[src/rtl/uart_tx.sv]
// ============================================================================
// Module   : uart_tx
// Purpose  : AMDS serial-link transmitter. Sends one byte per start strobe as
//            start bit, 8 data bits LSB first, odd parity and STOP_BITS stop
//            bits, each held for CLKS_PER_BIT clocks. dout, busy and
//            is_tx_done all come straight from flops.
// Options  : UART_TX_GUARD_EN -- when defined, GUARD_BITS idle-high bit
//            periods follow the stop bits before busy falls and done pulses.
// Revision : 1.0 - initial release
// ============================================================================
`default_nettype none

module uart_tx #(
  parameter int CLKS_PER_BIT = 8,
  parameter int STOP_BITS    = 2
`ifdef UART_TX_GUARD_EN
  ,
  parameter int GUARD_BITS   = 1
`endif
) (
  input  logic       clk,
  input  logic       rst,
  input  logic [7:0] tx_data,
  input  logic       start_tx,
  output logic       dout,
  output logic       busy,
  output logic       is_tx_done
);

  typedef enum logic [2:0] {
    IDLE   = 3'd0,
    START  = 3'd1,
    DATA   = 3'd2,
    PARITY = 3'd3,
    STOP   = 3'd4
`ifdef UART_TX_GUARD_EN
    ,
    GUARD  = 3'd5
`endif
  } state_t;

  localparam logic [7:0] TIMER_LAST = 8'(CLKS_PER_BIT - 1);
  localparam logic [3:0] DATA_LAST  = 4'd7;
  localparam logic [3:0] STOP_LAST  = 4'(STOP_BITS - 1);
`ifdef UART_TX_GUARD_EN
  localparam logic [3:0] GUARD_LAST = 4'(GUARD_BITS - 1);
`endif

  state_t     state;
  state_t     state_next;
  logic [7:0] shift_reg;
  logic       parity_bit;
  logic [7:0] bit_timer;
  logic [3:0] bit_cnt;
  logic       tick;
  logic       load;
  logic       finish;

  // A bit period ends on the last timer count.
  assign tick = (bit_timer == TIMER_LAST);

  // Next-state decode; load marks an accepted request, finish marks frame end.
  always_comb begin
    state_next = state;
    load       = 1'b0;
    finish     = 1'b0;
    case (state)
      IDLE: begin
        if (start_tx) begin
          state_next = START;
          load       = 1'b1;
        end
      end
      START: begin
        if (tick) state_next = DATA;
      end
      DATA: begin
        if (tick && (bit_cnt == DATA_LAST)) state_next = PARITY;
      end
      PARITY: begin
        if (tick) state_next = STOP;
      end
      STOP: begin
        if (tick && (bit_cnt == STOP_LAST)) begin
`ifdef UART_TX_GUARD_EN
          state_next = GUARD;
`else
          state_next = IDLE;
          finish     = 1'b1;
`endif
        end
      end
`ifdef UART_TX_GUARD_EN
      GUARD: begin
        if (tick && (bit_cnt == GUARD_LAST)) begin
          state_next = IDLE;
          finish     = 1'b1;
        end
      end
`endif
      default: state_next = IDLE;
    endcase
  end

  // State register.
  always_ff @(posedge clk) begin
    if (rst) state <= IDLE;
    else     state <= state_next;
  end

  // Datapath: byte capture, parity, bit timer and per-state bit counter.
  always_ff @(posedge clk) begin
    if (rst) begin
      shift_reg  <= 8'd0;
      parity_bit <= 1'b0;
      bit_timer  <= 8'd0;
      bit_cnt    <= 4'd0;
    end else if (load) begin
      shift_reg  <= tx_data;
      parity_bit <= ~^tx_data;
      bit_timer  <= 8'd0;
      bit_cnt    <= 4'd0;
    end else if (state == IDLE) begin
      bit_timer  <= 8'd0;
      bit_cnt    <= 4'd0;
    end else begin
      bit_timer <= tick ? 8'd0 : bit_timer + 8'd1;
      // The counter restarts on every state change so STOP/GUARD count from 0.
      if (state_next != state) bit_cnt <= 4'd0;
      else if (tick)           bit_cnt <= bit_cnt + 4'd1;
      if ((state == DATA) && tick) shift_reg <= {1'b0, shift_reg[7:1]};
    end
  end

  // Output flops: the line level trails the state by one clock, so the start
  // bit appears the edge after acceptance and the last stop cycle coincides
  // with the done pulse.
  always_ff @(posedge clk) begin
    if (rst) begin
      dout       <= 1'b1;
      busy       <= 1'b0;
      is_tx_done <= 1'b0;
    end else begin
      is_tx_done <= finish;
      busy       <= (state != IDLE) && !finish;
      case (state)
        START:   dout <= 1'b0;
        DATA:    dout <= shift_reg[0];
        PARITY:  dout <= parity_bit;
        default: dout <= 1'b1;
      endcase
    end
  end

endmodule

`default_nettype wire
[config.mk]
export PLATFORM = sky130hd
export DESIGN_NAME = uart_tx
export DESIGN_NICKNAME = d
export VERILOG_FILES = /design/src/rtl/uart_tx.sv
export SDC_FILE = /design/constraint.sdc
export NUM_CORES = 1
export LEC_CHECK = 0
export BUFFER_PORTS_ARGS = -buffer_cell sky130_fd_sc_hd__buf_2
export CAP_MARGIN = 20
export CORE_ASPECT_RATIO = 1.75
export CORE_MARGIN = 4
export CORE_UTILIZATION = 50
export CTS_CLUSTER_DIAMETER = 150
export DETAILED_ROUTE_END_ITERATION = 8
export GPL_TIMING_DRIVEN = 0
export PLACE_DENSITY = 0.69
export SYNTH_ARGS = -nofsm -noshare
export SYNTH_HDL_FRONTEND = slang
export SYNTH_SLANG_ARGS = --single-unit
[constraint.sdc]
create_clock -name clk -period 1.9 [get_ports clk]
set_input_delay 0.57 -clock clk [delete_from_list [all_inputs] [get_ports clk]]
set_output_delay 0.57 -clock clk [all_outputs]
set_load 0.02 [all_outputs]
# Word level (Yosys, flattened, before mapping)
# Cells that the tools add are included.
# word_totals
out_inout_bits,3
inputBits,11
ff_bits,27
wordCells,45
# classes
n_addsub,2
n_eq_ne,9
mux,14
reduce_logical,12
# ops
cell,count
8-bit two-way mux,3
3-bit two-way mux,5
3-bit one-hot mux with 5 select lines,1
"8-bit by 1-bit adder with 8-bit output, second input constant",1
"8-bit by 3-bit == test with 1-bit output, second input constant",1
4-bit OR reduction,2
8-bit XNOR reduction,1
"3-bit by 2-bit == test with 1-bit output, second input constant",2
"4-bit by 1-bit adder with 4-bit output, second input constant",1
"4-bit by 1-bit == test with 1-bit output, second input constant",1
"4-bit by 3-bit == test with 1-bit output, second input constant",1
1-bit logical AND,4
1-bit two-way mux,4
"3-bit by 1-bit == test with 1-bit output, second input constant",1
"3-bit == test, second input constant",1
3-bit zero test,1
3-bit != test,1
1-bit one-hot mux with 3 select lines,1
3-bit nonzero test,1
"2-bit != test, second input constant",1
2-bit AND reduction,1
2-bit nonzero test,1
1-bit zero test,1

# Depth between registers and ports, before layout
# Gate-level depths: netlist of run 1.
# depth
ltp_word,6
ltp_mapped,7
ltp_nobuf,6

# Worst setup path after synthesis of run 1
# OpenSTA, ideal clock, no wires.
# synth_timing
kind,flip-flop to flip-flop
startpoint,reg bit_timer[0]
endpoint,reg shift_reg[0]
slack_ps,398
setup_ps,86
arrival_ps,1417
t_required_ps,1814
n_path_buf,2
stages_incl_launch_ff,8
synth_period_minus_slack_ps,1502
path_cell_list,dfxtp_1 -> ha_1 -> and4bb_1 -> buf_6 -> nand4b_2 -> buf_6 -> mux2i_1 -> a211oi_1
# synth_via
elab_chain_len,4
# synth_lines
item,line_no,rtl
start: declaration,53,logic [7:0] bit_timer;
start signal: assignment,127,bit_timer <= tick ? 8'd0 : bit_timer + 8'd1;
8-bit by 3-bit == test with 1-bit output,60,assign tick = (bit_timer == TIMER_LAST);
1-bit logical AND,131,"if ((state == DATA) && tick) shift_reg <= {1'b0, shift_reg[7:1]};"
2-bit nonzero test (no source line),n/a,
2-bit AND reduction (no source line),n/a,
end signal: assignment,119,shift_reg <= tx_data;
end signal: assignment,131,
end: declaration,51,logic [7:0] shift_reg;
# Every way passes these cells.
# A chain may end at the register's enable or synchronous reset.

# Final worst setup path of run 1
# layout_timing
startpoint,reg bit_timer[0]
endpoint,reg shift_reg[4]
# The elaborated chain is that of the path after synthesis.

==> results.sh, run 1 <==
export IMPL_outcome="finished, final reports clean"
export IMPL_ys_ff_latch=27
export IMPL_setup_worst_path_class="reg -> reg"
export IMPL_io_buffer_count=12
export IMPL_seqPwrFrac_pct=57.1
export IMPL_combPwrFrac_pct=11.4
export IMPL_synth_cells=139
export IMPL_fmaxAchievable_mhz=599
export IMPL_postSynthAreaPerCell_um2=9.67
export IMPL_report_final_setup_viol=0
export IMPL_area_delta_synth_final_pct=10.2
export IMPL_fraction_of_final_layout_cells_with_drive_strength_greater_than_1_pct=18.7
export IMPL_critical_path_arrival_ns=1.87
export IMPL_diodes=0
export IMPL_place_worst_setup_slack_ns=0.245
export IMPL_worstPathCellList="ha_1, and4bb_1, buf_6, nand4b_2, buf_6, mux2i_1, a211oi_1"
export IMPL_cts_tree="built"
export IMPL_seq_area_frac_synth_pct=40.2
export IMPL_critPathTopFamily="flip-flops"
export IMPL_htree_levels=1
export IMPL_totalNegativeSetupSlack_ns=0
export IMPL_grt_pass1_wl_um=4450
export IMPL_timing_max_slew_rel_slack_pct=70.5
export IMPL_die_x_extent_um=47.2
export IMPL_layout_commonest_cell="sky130_fd_sc_hd__dfxtp_1"
export IMPL_fin_crit_sh_pct=87.9
export IMPL_tightestPinTransition_ns=0.443
export IMPL_holdBufCountCts=0
export IMPL_finalWorstSetupSlack_ns=0.229
export IMPL_swShare_pct=24.6
export IMPL_ir_worst_vdd_mv=0.471
export IMPL_unrepaired_setup_endpoints_after_global_routing="no"
export IMPL_fin_max_slew_vios=0
export IMPL_post_cts_resized=0
export IMPL_drt_antenna_violating_nets=0
export IMPL_cts_buffers_inserted=3
export IMPL_grt_usage_pct=16.3
export IMPL_netlist_cell_type_count=39
export IMPL_grt_pass1_vias=1066
export IMPL_switching_power_uw=259
export IMPL_critical_path_max_fanout=9
export IMPL_drt_total_wl_um=2540
export IMPL_postCtsSetupRepairBufs=0
export IMPL_drt_wirelength_per_cell_um=14.0
export IMPL_die_height_um=76.6
export IMPL_cts_root_buf="sky130_fd_sc_hd__clkbuf_8"
export IMPL_cp_slowest_stage_delay_ns=0.36
export IMPL_num_io_pins=14
export IMPL_cpMostUsedCell="sky130_fd_sc_hd__buf_6"
export IMPL_clkTransAtPathRegs_ns=0.09
export IMPL_cts_buffer_depth=2
export IMPL_most_common_layout_cells="sky130_fd_sc_hd__dfxtp_1 (27), sky130_fd_sc_hd__nor2_1 (18), sky130_fd_sc_hd__buf_2 (14)"
export IMPL_leakage_power_nw=0.611
export IMPL_final_min_clock_period_ns=1.67
export IMPL_ff_latch_area_um2=541
export IMPL_critical_path_slowest_cell="sky130_fd_sc_hd__dfxtp_1"
export IMPL_design_die_area_mm2=0.00361
export IMPL_total_vias_in_the_final_route=1046
export IMPL_grt_max_degree=15
export IMPL_routabilityCongestion=0.773
export IMPL_fill_cells=250
export IMPL_syn_cell_area_mm2=0.00134
export IMPL_setup_worst_path_start_class="register"
export IMPL_insertion_delay_ns=0.27
export IMPL_synth_net_count=153
export IMPL_dr_first_iter_drc_count=22
export IMPL_max_cap_violations=0
export IMPL_critical_path_endpoint_type="register"
export IMPL_initial_utilization_pct=53.3
export IMPL_vias_per_cell=5.78
export IMPL_layout_nets=170
export IMPL_initial_antenna_violation_count=0
export IMPL_core_area_mm2=0.00252
export IMPL_p_int_uw=795
export IMPL_half_perimeter_wire_length_after_placement_um=2030
export IMPL_regToRegSetupSlack_ns=0.23
export IMPL_hold_path_class="reg -> reg"
export IMPL_numClockSinks=27
export IMPL_cp_required_ns=2.10
export IMPL_globalRoute_totalOverflow=0
export IMPL_synth_warning_count=0
export IMPL_hold_viol=0
export IMPL_detailedRoute_firstPassIterationCount=4
export IMPL_area_used_by_multi_input_combinational_logic_um2=722
export IMPL_setup_skew_ns=0.00210
export IMPL_number_of_rows_in_the_core_area=24
export IMPL_route_detailed_drc=0
export IMPL_cp_num_buf_inv=2
export IMPL_power_per_cell_area_mw_per_mm2=712
export IMPL_power_share_clock_pct=31.4
-- layer usage --
metal / vias to the layer above / global-route usage (%) / share of wire [%]
li1: 526 / - / -
met1: 491 / 17.3 / 38
met2: 20 / 28.7 / 56
met3: 9 / 2.13 / 2.4
met4: 0 / 8.31 / 3.0
met5: - / 0 / 0
-- cell usage after synthesis, drive strengths merged --
cell type  number  share of area, %
dfxtp          27                40
nor2           18               5.0
nand3          11               4.1
xor2            9               5.9
a211oi          8               4.5
xnor2           8               5.2
mux2i           7               5.2
buf             6               4.2
a21oi           5               1.9
and3            5               2.5
nor3            5               3.5
nand2           4               1.3
ha              3               2.8
clkbuf          2               1.3
inv             2              0.56
nand3b          2               1.1
nor3b           2               1.1
or2             2              0.93
a21boi          1              0.56
a31oi           1              0.47
a32oi           1              0.65
and4bb          1              0.93
nand4           1              0.47
nand4b          1               1.1
nor2b           1              0.47
nor4            1              0.47
o21ba           1              0.74
o221ai          1               1.1
o2bb2ai         1              0.65
o31ai           1              0.56
or3             1              0.47
-- power groups by stage --
stage	sequential [mW]	clock (mW)	combinational, mW
finish	0.602	0.331	0.121
global route	0.605	0.347	0.136
CTS	0.602	0.330	0.123
detailed placement	0.616	0	0.122
global placement	0.615	0	0.120
floorplan	0.615	0	0.0866
-- metrics by stage --
| step | hold WS [ns] | power (mW) | instances | instance area, um^2 | utilization [%] |
|---|---|---|---|---|---|
| after floorplan | 0.413 | 0.702 | 139 | 1340 | - |
| after global placement | 0.428 | 0.735 | 177 | 1440 | 56.9 |
| after detailed placement | 0.438 | 0.738 | 177 | 1440 | 56.9 |
| after CTS | 0.451 | 1.05 | 181 | 1480 | 58.7 |
| after global routing | 0.475 | 1.09 | 181 | 1480 | 58.7 |
| final | 0.444 | 1.05 | 181 | 1480 | 58.7 |
-- final timing paths --
check | from | end | cells after the start
worst max register to register | bit_timer[0]$_SDFF_PP0_ | shift_reg[4]$_SDFFE_PP0P_ | 7
worst min register to register | bit_timer[0]$_SDFF_PP0_ | bit_timer[0]$_SDFF_PP0_ | 1
worst min-delay path | bit_timer[0]$_SDFF_PP0_ | bit_timer[0]$_SDFF_PP0_ | 1
worst max-delay path | bit_timer[0]$_SDFF_PP0_ | shift_reg[4]$_SDFFE_PP0P_ | 7
-- cell families (layout without fill, tap and decap cells) --
group           Yosys count  count (layout)  synth area share, %
simple gates             55              55                 23.6
xor+xnor                 17              17                 11.1
flops                    27              27                 40.2
fa+ha+maj                 3               3                 2.79
buf+inv                  10              26                 6.05
compound gates           20              20                 11.1
mux                       7               7                 5.21
-- worst reg2reg max path, delay by kind of cell (launching register included) --
kind                       cells  cell delay [ns]
DFF                            1             0.36
and+or+nand+nor                2             0.34
muxes                          1             0.12
AOI/OAI and AO/OA              1             0.22
buffers and inverters          2             0.31
adders and majority gates      1             0.24
-- cell type report --
cell class	instances	share of cell area (%)
well taps	26	2.20
multi-input cells	102	48.7
repair buffers	12	4.05
plain buffers	8	4.98
clock buffers	4	3.04
inverters	2	0.507
flip-flops and latches	27	36.5
No activity file was read; power rests on OpenSTA's default activity.
==> run 2, diff against run 1 <==
- clock period: 1.9 -> 1.81 ns (I/O delays scaled with it)
==> run 2 against run 1 <==
Effect of this change:
- combinational power increased by 5%
- global-route usage unchanged
- hold slack improved by 0.0048 ns
- total power increased by 5.0%
- critical path depth unchanged
- final cell count unchanged
- clock-buffer cell count unchanged
- via count unchanged
- non-clock buffer count unchanged
- largest power group unchanged
- flip-flop and latch count unchanged
- maximum frequency increased by 1.3%
==> results.sh, run 2 (synthesized netlist as in run 1, its figures left out) <==
export IMPL_ff_latch_area_um2=541
export IMPL_outcome="finished, final reports clean"
export IMPL_globalRoute_totalOverflow=0
export IMPL_unrepaired_setup_endpoints_after_global_routing="no"
export IMPL_grt_pass1_vias=1066
export IMPL_hold_viol=0
export IMPL_tightestPinTransition_ns=0.443
export IMPL_clkTransAtPathRegs_ns=0.09
export IMPL_final_min_clock_period_ns=1.65
export IMPL_cts_buffer_depth=2
export IMPL_fill_cells=249
export IMPL_cp_num_buf_inv=2
export IMPL_cts_tree="built"
export IMPL_critical_path_reg2reg_startpoint="bit_timer[0]$_SDFF_PP0_"
export IMPL_route_detailed_drc=0
export IMPL_area_delta_synth_final_pct=10.4
export IMPL_cpMostUsedCell="sky130_fd_sc_hd__buf_6"
export IMPL_critical_path_arrival_ns=1.84
export IMPL_dr_first_iter_drc_count=22
export IMPL_fraction_of_final_layout_cells_with_drive_strength_greater_than_1_pct=19.4
export IMPL_hold_path_class="reg -> reg"
export IMPL_initial_utilization_pct=53.3
export IMPL_ir_worst_vdd_mv=0.494
export IMPL_fin_max_slew_vios=0
export IMPL_drt_antenna_violating_nets=0
export IMPL_cp_required_ns=2.01
export IMPL_post_cts_resized=0
export IMPL_setup_skew_ns=0.00210
export IMPL_area_used_by_multi_input_combinational_logic_um2=724
export IMPL_grt_max_degree=15
export IMPL_io_buffer_count=12
export IMPL_cp_slowest_stage_delay_ns=0.36
export IMPL_design_die_area_mm2=0.00361
export IMPL_timing_max_slew_rel_slack_pct=70.5
export IMPL_routabilityCongestion=0.773
export IMPL_drt_total_wl_um=2540
export IMPL_cts_root_buf="sky130_fd_sc_hd__clkbuf_8"
export IMPL_power_per_cell_area_mw_per_mm2=746
export IMPL_setup_worst_path_start="bit_timer[0]$_SDFF_PP0_"
export IMPL_fmaxAchievable_mhz=606
export IMPL_holdBufCountCts=0
export IMPL_critical_path_slowest_cell="sky130_fd_sc_hd__dfxtp_1"
export IMPL_numClockSinks=27
export IMPL_layout_nets=170
export IMPL_setup_worst_path_class="reg -> reg"
export IMPL_grt_pass1_wl_um=4450
export IMPL_num_io_pins=14
export IMPL_total_vias_in_the_final_route=1046
export IMPL_worstPathCellList="ha_2, and4bb_1, buf_6, nand4b_2, buf_6, mux2i_1, a211oi_1"
export IMPL_max_cap_violations=0
export IMPL_detailedRoute_firstPassIterationCount=4
export IMPL_insertion_delay_ns=0.27
export IMPL_postCtsSetupRepairBufs=0
export IMPL_drt_wirelength_per_cell_um=14.0
export IMPL_initial_antenna_violation_count=0
export IMPL_final_core_utilization_pct=58.8
export IMPL_report_final_setup_viol=0
export IMPL_number_of_rows_in_the_core_area=24
export IMPL_setup_worst_path_start_class="register"
export IMPL_fin_crit_sh_pct=91.1
export IMPL_most_common_layout_cells="sky130_fd_sc_hd__dfxtp_1 (27), sky130_fd_sc_hd__nor2_1 (18), sky130_fd_sc_hd__buf_2 (14)"
export IMPL_diodes=0
export IMPL_vias_per_cell=5.78
export IMPL_postPlaceCellArea_mm2=0.00144
export IMPL_critical_path_endpoint_type="register"
export IMPL_hold_start="bit_timer[0]$_SDFF_PP0_"
export IMPL_critPathTopFamily="flip-flops"
export IMPL_totalNegativeSetupSlack_ns=0
export IMPL_leakage_power_nw=0.608
export IMPL_die_height_um=76.6
export IMPL_final_design_area_no_fill_mm2=0.00148
export IMPL_layout_commonest_cell="sky130_fd_sc_hd__dfxtp_1"
export IMPL_cts_buffers_inserted=3
export IMPL_grt_usage_pct=16.3
export IMPL_critical_path_max_fanout=9
export IMPL_core_area_mm2=0.00252
export IMPL_htree_levels=1
export IMPL_die_x_extent_um=47.2
export IMPL_total_power_mw=1.11
export IMPL_half_perimeter_wire_length_after_placement_um=2030
[run 2: final timing paths]
path | to | slack, ns | depth (start not counted)
max reg2reg | shift_reg[4]$_SDFFE_PP0P_ | 0.16 | 7
max | shift_reg[4]$_SDFFE_PP0P_ | 0.16 | 7
min reg2reg | bit_timer[0]$_SDFF_PP0_ | 0.45 | 1
min | bit_timer[0]$_SDFF_PP0_ | 0.45 | 1
[run 2: metrics by stage]
step,hold WS [ns],std cells,setup WS (ns)
floorplan,0.413,139,0.308
global placement,0.428,177,0.177
detailed placement,0.438,177,0.155
CTS,0.451,181,0.121
global route,0.480,181,0.0229
finish,0.449,181,0.161
[run 2: metal layers]
metal	global-route usage (%)	routed length, um
met1	17.3	976
met2	28.7	1430
met3	2.13	62
met4	8.31	77
met5	0	0
[run 2: final cells by class]
cell class	instances	share of cell area (%)
multi-input cells	102	48.8
plain buffers	8	4.97
repair buffers	12	4.05
well taps	26	2.19
flip-flops and latches	27	36.4
inverters	2	0.506
clock buffers	4	3.04
[run 2: where the power goes]
part / internal (mW) / switching, mW
registers: 0.619 / 0.0134
logic: 0.0580 / 0.0687
clock network: 0.158 / 0.190
[run 2: worst register-to-register path, stage by stage, from the launching register on]
cell and delay [ns]:
sky130_fd_sc_hd__dfxtp_1 0.36, sky130_fd_sc_hd__ha_2 0.22, sky130_fd_sc_hd__and4bb_1 0.23, sky130_fd_sc_hd__buf_6 0.14, sky130_fd_sc_hd__nand4b_2 0.10, sky130_fd_sc_hd__buf_6 0.17
sky130_fd_sc_hd__mux2i_1 0.12, sky130_fd_sc_hd__a211oi_1 0.22
